--- config.mk ---
export PLATFORM = sky130hd
export DESIGN_NAME = seq_addsub_flat
export DESIGN_NICKNAME = d
export VERILOG_FILES = /design/src/rtl/seq_addsub_if.sv /design/src/rtl/seq_addsub.sv /design/src/flat_wrapper.sv
export SDC_FILE = /design/constraint.sdc
export NUM_CORES = 1
export LEC_CHECK = 0
export CORE_UTILIZATION = 46
export DETAILED_ROUTE_END_ITERATION = 8
export PLACE_DENSITY = 0.86
export SLEW_MARGIN = 20
export SYNTH_ARGS = -nofsm -noshare
export SYNTH_HDL_FRONTEND = slang
export SYNTH_SLANG_ARGS = --single-unit
export TNS_END_PERCENT = 5
--- constraint.sdc ---
create_clock -name clk -period 2.7 [get_ports clk]
set_clock_uncertainty 0.15 [all_clocks]
set_input_delay 0.675 -clock clk [delete_from_list [all_inputs] [get_ports clk]]
set_output_delay 0.675 -clock clk [all_outputs]
set_load 0.02 [all_outputs]
--- src/rtl/seq_addsub_if.sv ---
// Operand/result handshake bundle for the chunk-serial adder/subtractor.
// master drives operands and accepts results; slave is the arithmetic unit.
interface seq_addsub_if #(
  parameter int WIDTH = 8
);
  logic             in_valid;
  logic             in_ready;
  logic [WIDTH-1:0] in_a;
  logic [WIDTH-1:0] in_b;
  logic             in_c;
  logic             in_sub;
  logic             out_valid;
  logic             out_ready;
  logic [WIDTH-1:0] sum_out;
  logic             c_out;
  logic             overflow;

  modport master (
    output in_valid, in_a, in_b, in_c, in_sub, out_ready,
    input  in_ready, out_valid, sum_out, c_out, overflow
  );

  modport slave (
    input  in_valid, in_a, in_b, in_c, in_sub, out_ready,
    output in_ready, out_valid, sum_out, c_out, overflow
  );
endinterface

--- src/rtl/seq_addsub.sv ---
// Chunk-serial add/sub: CHUNK bits per clock, LSB first, registered flags.
// Define SEQ_ADDSUB_SAT_EN to saturate sum_out on signed overflow.
module seq_addsub #(
  parameter int WIDTH = 8,
  parameter int CHUNK = 2
) (
  input  logic clk,
  input  logic rst,
  seq_addsub_if.slave bus
);
  localparam int N  = WIDTH / CHUNK;
  localparam int IW = (N > 1) ? $clog2(N) : 1;
  localparam logic [IW-1:0] LAST = IW'(N - 1);
  localparam logic [WIDTH-1:0] CMASK = WIDTH'({CHUNK{1'b1}});

  typedef enum logic [1:0] {IDLE, RUN, DONE} state_t;

  state_t           state;
  state_t           state_nxt;
  logic [WIDTH-1:0] a_reg;
  logic [WIDTH-1:0] b_reg;
  logic [WIDTH-1:0] acc;
  logic [WIDTH-1:0] acc_nxt;
  logic [WIDTH-1:0] res;
  logic [WIDTH-1:0] sum_q;
  logic             cy;
  logic             c_q;
  logic             ov_q;
  logic [IW-1:0]    idx;
  logic [CHUNK-1:0] a_ch;
  logic [CHUNK-1:0] b_ch;
  logic [CHUNK-1:0] s_ch;
  logic             c_ch;
  logic             c_msb;
  logic             last;
  int               off;

  assign last = (idx == LAST);

  // one chunk of ripple; c_msb ends as the carry into the chunk's top bit
  always_comb begin
    off   = CHUNK * int'(idx);
    a_ch  = CHUNK'(a_reg >> off);
    b_ch  = CHUNK'(b_reg >> off);
    c_ch  = cy;
    c_msb = cy;
    s_ch  = '0;
    for (int i = 0; i < CHUNK; i++) begin
      c_msb   = c_ch;
      s_ch[i] = a_ch[i] ^ b_ch[i] ^ c_ch;
      c_ch    = (a_ch[i] & b_ch[i]) | (c_ch & (a_ch[i] ^ b_ch[i]));
    end
    acc_nxt = (acc & ~(CMASK << off)) | (WIDTH'(s_ch) << off);
    res     = acc_nxt;
`ifdef SEQ_ADDSUB_SAT_EN
    if (c_ch ^ c_msb)
      res = a_reg[WIDTH-1] ? {1'b1, {(WIDTH-1){1'b0}}}
                           : {1'b0, {(WIDTH-1){1'b1}}};
`else
`endif
  end

  always_comb begin
    state_nxt = state;
    unique case (state)
      IDLE: if (bus.in_valid) state_nxt = RUN;
      RUN:  if (last) state_nxt = DONE;
      DONE: if (bus.out_ready) state_nxt = IDLE;
      default: state_nxt = IDLE;
    endcase
  end

  always_ff @(posedge clk or posedge rst) begin
    if (rst) state <= IDLE;
    else     state <= state_nxt;
  end

  always_ff @(posedge clk or posedge rst) begin
    if (rst) begin
      a_reg <= '0;
      b_reg <= '0;
      acc   <= '0;
      cy    <= 1'b0;
      idx   <= '0;
      sum_q <= '0;
      c_q   <= 1'b0;
      ov_q  <= 1'b0;
    end else begin
      unique case (1'b1)
        (state == IDLE): begin
          if (bus.in_valid) begin
            a_reg <= bus.in_a;
            b_reg <= bus.in_sub ? ~bus.in_b : bus.in_b;
            cy    <= bus.in_sub ^ bus.in_c;
            acc   <= '0;
            idx   <= '0;
          end
        end
        (state == RUN): begin
          acc <= acc_nxt;
          cy  <= c_ch;
          idx <= idx + IW'(1);
          if (last) begin
            sum_q <= res;
            c_q   <= c_ch;
            ov_q  <= c_ch ^ c_msb;
            idx   <= '0;
          end
        end
        default: ;
      endcase
    end
  end

  assign bus.in_ready  = (state == IDLE);
  assign bus.out_valid = (state == DONE);
  assign bus.sum_out   = sum_q;
  assign bus.c_out     = c_q;
  assign bus.overflow  = ov_q;
endmodule

--- src/flat_wrapper.sv ---
// flat-port wrapper written by rule: the top's interface ports become plain ports
module seq_addsub_flat 
#(
  parameter int WIDTH = 8,
  parameter int CHUNK = 2
)
  (clk, rst, bus_in_valid, bus_in_a, bus_in_b, bus_in_c, bus_in_sub, bus_out_ready, bus_in_ready, bus_out_valid, bus_sum_out, bus_c_out, bus_overflow);
  seq_addsub_if #(.WIDTH(WIDTH)) bus_i ();
  input  logic clk;
  input  logic rst;
  input wire logic [$bits(bus_i.in_valid)-1:0] bus_in_valid;
  input wire logic [$bits(bus_i.in_a)-1:0] bus_in_a;
  input wire logic [$bits(bus_i.in_b)-1:0] bus_in_b;
  input wire logic [$bits(bus_i.in_c)-1:0] bus_in_c;
  input wire logic [$bits(bus_i.in_sub)-1:0] bus_in_sub;
  input wire logic [$bits(bus_i.out_ready)-1:0] bus_out_ready;
  output wire logic [$bits(bus_i.in_ready)-1:0] bus_in_ready;
  output wire logic [$bits(bus_i.out_valid)-1:0] bus_out_valid;
  output wire logic [$bits(bus_i.sum_out)-1:0] bus_sum_out;
  output wire logic [$bits(bus_i.c_out)-1:0] bus_c_out;
  output wire logic [$bits(bus_i.overflow)-1:0] bus_overflow;
  assign bus_i.in_valid = bus_in_valid;
  assign bus_i.in_a = bus_in_a;
  assign bus_i.in_b = bus_in_b;
  assign bus_i.in_c = bus_in_c;
  assign bus_i.in_sub = bus_in_sub;
  assign bus_i.out_ready = bus_out_ready;
  assign bus_in_ready = bus_i.in_ready;
  assign bus_out_valid = bus_i.out_valid;
  assign bus_sum_out = bus_i.sum_out;
  assign bus_c_out = bus_i.c_out;
  assign bus_overflow = bus_i.overflow;
  seq_addsub #(.WIDTH(WIDTH), .CHUNK(CHUNK)) u_core (.clk(clk), .rst(rst), .bus(bus_i));
endmodule
### Word level (Yosys, flattened, before mapping)

Index checks and enable logic that the tools add are counted.

| cells by class | value |
|---|---|
| div/mod/pow operators | 0 |
| eq/ne operators | 6 |
| $mul | 0 |
| reduce and logical (&&, ||, !) cells | 6 |
| shifts and indexed selects | 4 |
| muxes and demuxes | 12 |
| order comparisons | 0 |
| bitwise logic cells | 16 |
| $add $sub $neg | 1 |

Operators with widths:

| operator | count |
|---|---|
| $mux W8 | 2 |
| $not A8 Y8 | 2 |
| $pmux W8 S2 | 1 |
| $shr A8 B3 Y2 | 2 |
| $mux W2 | 5 |
| $and A8 B8 Y8 | 1 |
| $or A8 B8 Y8 | 1 |
| $shl A2 B3 Y8 | 1 |
| $shl A2 B3 Y8 const A | 1 |
| $pmux W2 S3 | 1 |
| $reduce_and A2 Y1 | 3 |
| $xor A1 B1 Y1 | 6 |
| $and A1 B1 Y1 | 4 |
| $eq A2 B2 Y1 const B | 2 |
| $ne A2 B2 Y1 const B | 2 |
| $pmux W2 S2 | 1 |
| $reduce_and A3 Y1 | 1 |
| $add A2 B1 Y2 const B | 1 |
| $eq A2 B1 Y1 const B | 1 |
| $logic_not A2 Y1 | 1 |
| $ne A2 B1 Y1 const B | 1 |
| $or A1 B1 Y1 | 2 |
| $pmux W1 S2 | 1 |
| $reduce_bool A2 Y1 | 1 |
| $mux W1 | 1 |

| word-level totals | value |
|---|---|
| bits in read-only memories | 0 |
| word-level logic and storage cells | 54 |
| memories | 0 |
| bits of input ports | 22 |
| latch bits | 0 |
| memory bits (writable) | 0 |
| output and inout port bits | 12 |
| register bits | 39 |

### Depth between registers and ports, before layout

| depth | value |
|---|---|
| depth after elaboration | 8 |
| depth in mapped cells | 7 |
| mapped depth without buffers | 6 |

### Least setup slack after synthesis

OpenSTA, ideal clock, no wires.

| timing | value |
|---|---|
| path kind | flip-flop to flip-flop |
| start | reg u_core.idx[0] |
| end | reg u_core.sum_q[5] (netlist: u_core.bus.sum_out[5]) |
| arrival time | 2.357 ns |
| library setup time | 0.131 ns |
| cell stages (with the launch flop) | 7 |
| path slack | 0.062 ns |
| buffers on the path | 1 |
| clock period less this slack | 2.638 ns |
| required time | 2.419 ns |
| cell sequence | dfrtp_1 -> buf_2 -> mux4_2 -> fa_1 -> fa_1 -> a32oi_1 -> o21ai_0 |

| between the ends | value |
|---|---|
| word-level cells in the longest chain between the ends | 7 |
| elaborated cells on any way between the ends | 15 |
| those cells by class | eq/ne (1); shift (4); bitwise (9); reduce/logical (1) |

Ends and longest elaborated chain:

| what | RTL line | text |
|---|---|---|
| from (decl) | seq_addsub.sv:29 | `logic [IW-1:0] idx;` |
| from (signal assigned) | seq_addsub.sv:102 | `idx <= idx + IW'(1);` |
| $shr A8 B3 Y2, on equally long branches | seq_addsub.sv:43, seq_addsub.sv:44 |  |
| $xor A1 B1 Y1 | seq_addsub.sv:51 | `c_ch = (a_ch[i] & b_ch[i]) \| (c_ch & (a_ch[i] ^ b_ch[i]));` |
| $and A1 B1 Y1 | seq_addsub.sv:51 |  |
| $or A1 B1 Y1 | seq_addsub.sv:51 |  |
| $xor A1 B1 Y1 | seq_addsub.sv:50 | `s_ch[i] = a_ch[i] ^ b_ch[i] ^ c_ch;` |
| $shl A2 B3 Y8 | seq_addsub.sv:53 | `acc_nxt = (acc & ~(CMASK << off)) \| (WIDTH'(s_ch) << off);` |
| $or A8 B8 Y8 | seq_addsub.sv:53 |  |
| to (signal assigned) | seq_addsub.sv:104 | `sum_q <= res;` |
| to (decl) | seq_addsub.sv:25 | `logic [WIDTH-1:0] sum_q;` |

Several ways; a longest one is shown, not always the timed one.
A chain may end at the register's enable or synchronous reset.

### Worst setup path after layout

Ends and elaborated chain as after synthesis.

==> flow_metrics.tcl <==
set metrics [dict create \
    antenna_left 0 \
    cp-start-kind "register" \
    synth_area_per_cell_um2 11.3 \
    setup_ws_ns 0.0916 \
    synth_nets 186 \
    rows 22 \
    yosysMostFrequentCell "dfrtp_1" \
    post_cts.repair.setup_buffers 0 \
    switching_share 0.397 \
    die_h_um 64.3 \
    grt_pass1_wl_mm 5.77 \
    final_max_slew_viol_count 0 \
    period_share 0.966 \
    tightest_slew_ns 0.645 \
    crit_path_max_fanout 4 \
    track_usage 0.191 \
    ctsLongestPathBuffers 2 \
    grt.overflow.total 0 \
    ys_warn_count 0 \
    path_cells "mux4_2 -> fa_1 -> fa_1 -> a32oi_1 -> o21ai_0" \
    drt_first_pass_iters 4 \
    ios 34 \
    die_w_um 64.3 \
    design_area_um2 2240 \
    power_frac_comb 0.517 \
    fmaxAchievable_mhz 383 \
    multiInputGateArea_um2 757 \
    rsz0062_at_grt "no" \
    yosysSeqAreaShare 0.519 \
    cts_made_buffers 5 \
    ys_ff_latch 37 \
    vias_per_cell 5.24 \
    crit_top_cell "fa_1" \
    timing.hold.ws_ns 0.331 \
    p_int_uw 1690 \
    placed_area_um2 2150 \
    pwr-share-clk 0.133 \
    syn_to_final_growth_pct 25.6 \
    grt_pass1_vias 1264 \
    crit_type "reg -> reg" \
    drc 0 \
    synth.distinct_cells 28 \
    clock_latency_ns 0.30 \
    hp-class "reg -> reg" \
    antenna_found_initial 0 \
    synthFlopType "dfrtp_1" \
    slew_headroom 0.569 \
    hold_buffers 0 \
    status "finished clean" \
    cp_data_arrival_time_ns 2.62 \
    fillCellCount 321 \
    synth_top_cell_area_share 0.519 \
    yosys.area.top_type "dfrtp_1" \
    die_area_um2 4130 \
    leakagePower_uw 0.000941 \
    core_um2 3690 \
    slowest_stage "fa_1" \
    cts_resized 0 \
    routed_wl_mm 3.28 \
    vdd.ir_drop.worst_mv 0.664 \
    gp_congestion 0.771 \
    cts-root-buf "clkbuf_8" \
    nets 222 \
    start_util 0.483 \
    place_ws_ns 0.0657 \
    final_cells 243 \
    cp.required_ns 2.71 \
    cts_max_level 2 \
    num_vias 1273 \
    cp_top_family "adder cells" \
    synthesis.area_um2 1780 \
    grt_max_degree 38 \
    power_density_nw_per_um2 1250 \
    synthCells 158 \
    clk_pin_slew_ns 0.07 \
    place_hpwl_mm 2.40 \
    tritoncts "done" \
    clkSinkCount 37 \
    p_sw_uw 1110 \
    final_layout_size_suffix_gt1_frac 0.128 \
    drt_iter0_drc 47 \
    dp_cells 235 \
    timing.final.hold_violations 0 \
    regArea_um2 927 \
    path_buf_inv 0 \
    synth_commonest_cells "dfrtp_1 (37), nand2_1 (18), o21ai_0 (13)" \
    portBuffers 33 \
    ys_async_sr_fraction 1.00 \
    setup_viol 0 \
    crit_path_end_kind "register" \
    fin_crit_ns 2.61 \
    synth_edf_count 0 \
    seq_power_share 0.350 \
    wire_per_inst_um 13.5 \
    fin_tns_setup_ns 0 \
    diodes 0 \
    critPathMaxStageDelay_ns 0.54 \
    synth_area_leaders "dfrtp_1 (52%), mux4_2 (5.1%), xnor2_1 (4.4%), nand2_1 (3.8%), o21ai_0 (3.6%)" \
    maxCapViolCount 0 \
]
-- area by class of cell --
cell class,count,share of cell area
clock buffer,6,0.0324
tap,48,0.0268
clock inverter,2,0.00447
timing repair buffer,40,0.171
inverter,8,0.0134
multi-input combinational,102,0.338
sequential,37,0.414
-- routing by layer --
layer  vias up  GRT usage  part of all wire
met5         -          0                 0
met3         8     0.0446             0.039
met1       610      0.235              0.45
met2        39      0.300              0.49
li1        616          -                 -
met4         0      0.119             0.025
-- path summary, 6_finish.rpt --
| kind | startpoint | cells after the start | slack, ns | end |
|---|---|---|---|---|
| max | u_core.idx[0] | 5 | 0.09 | u_core.bus.sum_out[5] |
| min | u_core.bus.sum_out[2] | 2 | 0.33 | u_core.bus.sum_out[2] |
| max reg2reg | u_core.idx[0] | 5 | 0.09 | u_core.bus.sum_out[5] |
| min reg2reg | u_core.bus.sum_out[2] | 2 | 0.33 | u_core.bus.sum_out[2] |
| max in group asynchronous | rst | 3 | 1.42 | u_core.idx[0] |
| min in group asynchronous | rst | 3 | 0.64 | u_core.state[0] |
-- through the flow --
| step | util | power [µW] |
|---|---|---|
| 3_3_place_gp | 0.582 | 2350 |
| 3_5_place_dp | 0.582 | 2410 |
| 4_1_cts | 0.605 | 2790 |
| 2_1_floorplan | - | 2010 |
| 5_1_grt | 0.607 | 3000 |
| 6_report | 0.607 | 2800 |
-- worst register-to-register path, delay by kind of cell, from the launching register on --
family	cells	cell delay, ns
AOI/OAI and AO/OA	2	0.40
DFF	1	0.41
muxes	1	0.52
adders and majority gates	2	0.99
-- layout by cell type, fill, tap and decap left out --
| cell | n |
|---|---|
| dfrtp_1 | 36 |
| o22ai_1 | 7 |
| xnor2_1 | 9 |
| a221o_1 | 1 |
| nand2b_1 | 2 |
| clkbuf_8 | 5 |
| nand2_1 | 18 |
| dfrtp_2 | 1 |
| nor2_1 | 10 |
| nor3b_4 | 1 |
| a32oi_2 | 1 |
| fa_1 | 2 |
| nand3_1 | 2 |
| nand3b_1 | 1 |
| xor2_1 | 1 |
| buf_4 | 7 |
| inv_1 | 8 |
| o21ai_0 | 13 |
| mux2_1 | 4 |
| ha_1 | 4 |
| clkbuf_1 | 1 |
| mux2_2 | 4 |
| clkinv_2 | 2 |
| a21oi_1 | 10 |
| clkdlybuf4s50_1 | 33 |
| a32oi_1 | 3 |
| o21bai_1 | 1 |
| o31ai_1 | 1 |
| nor2b_1 | 3 |
| mux4_2 | 4 |
-- power by group through the flow --
stage / registers (µW) / clock network (µW) / logic (µW)
floorplan: 992 / 0 / 1010
global placement: 970 / 0 / 1380
detailed placement: 987 / 0 / 1420
CTS: 978 / 383 / 1430
global route: 1010 / 409 / 1580
finish: 978 / 372 / 1450
-- logic make-up after synthesis --
kind of cell / count (synthesis) / share of synthesized area
AO/OA/AOI/OAI: 37 / 0.123
AND/OR/NAND/NOR: 37 / 0.0968
flip-flops: 37 / 0.519
buffers and inverters: 19 / 0.0603
multiplexers: 12 / 0.101
XOR/XNOR: 10 / 0.0491
adder cells (fa/ha/maj): 6 / 0.0505
No activity file was read; power rests on OpenSTA's default activity.
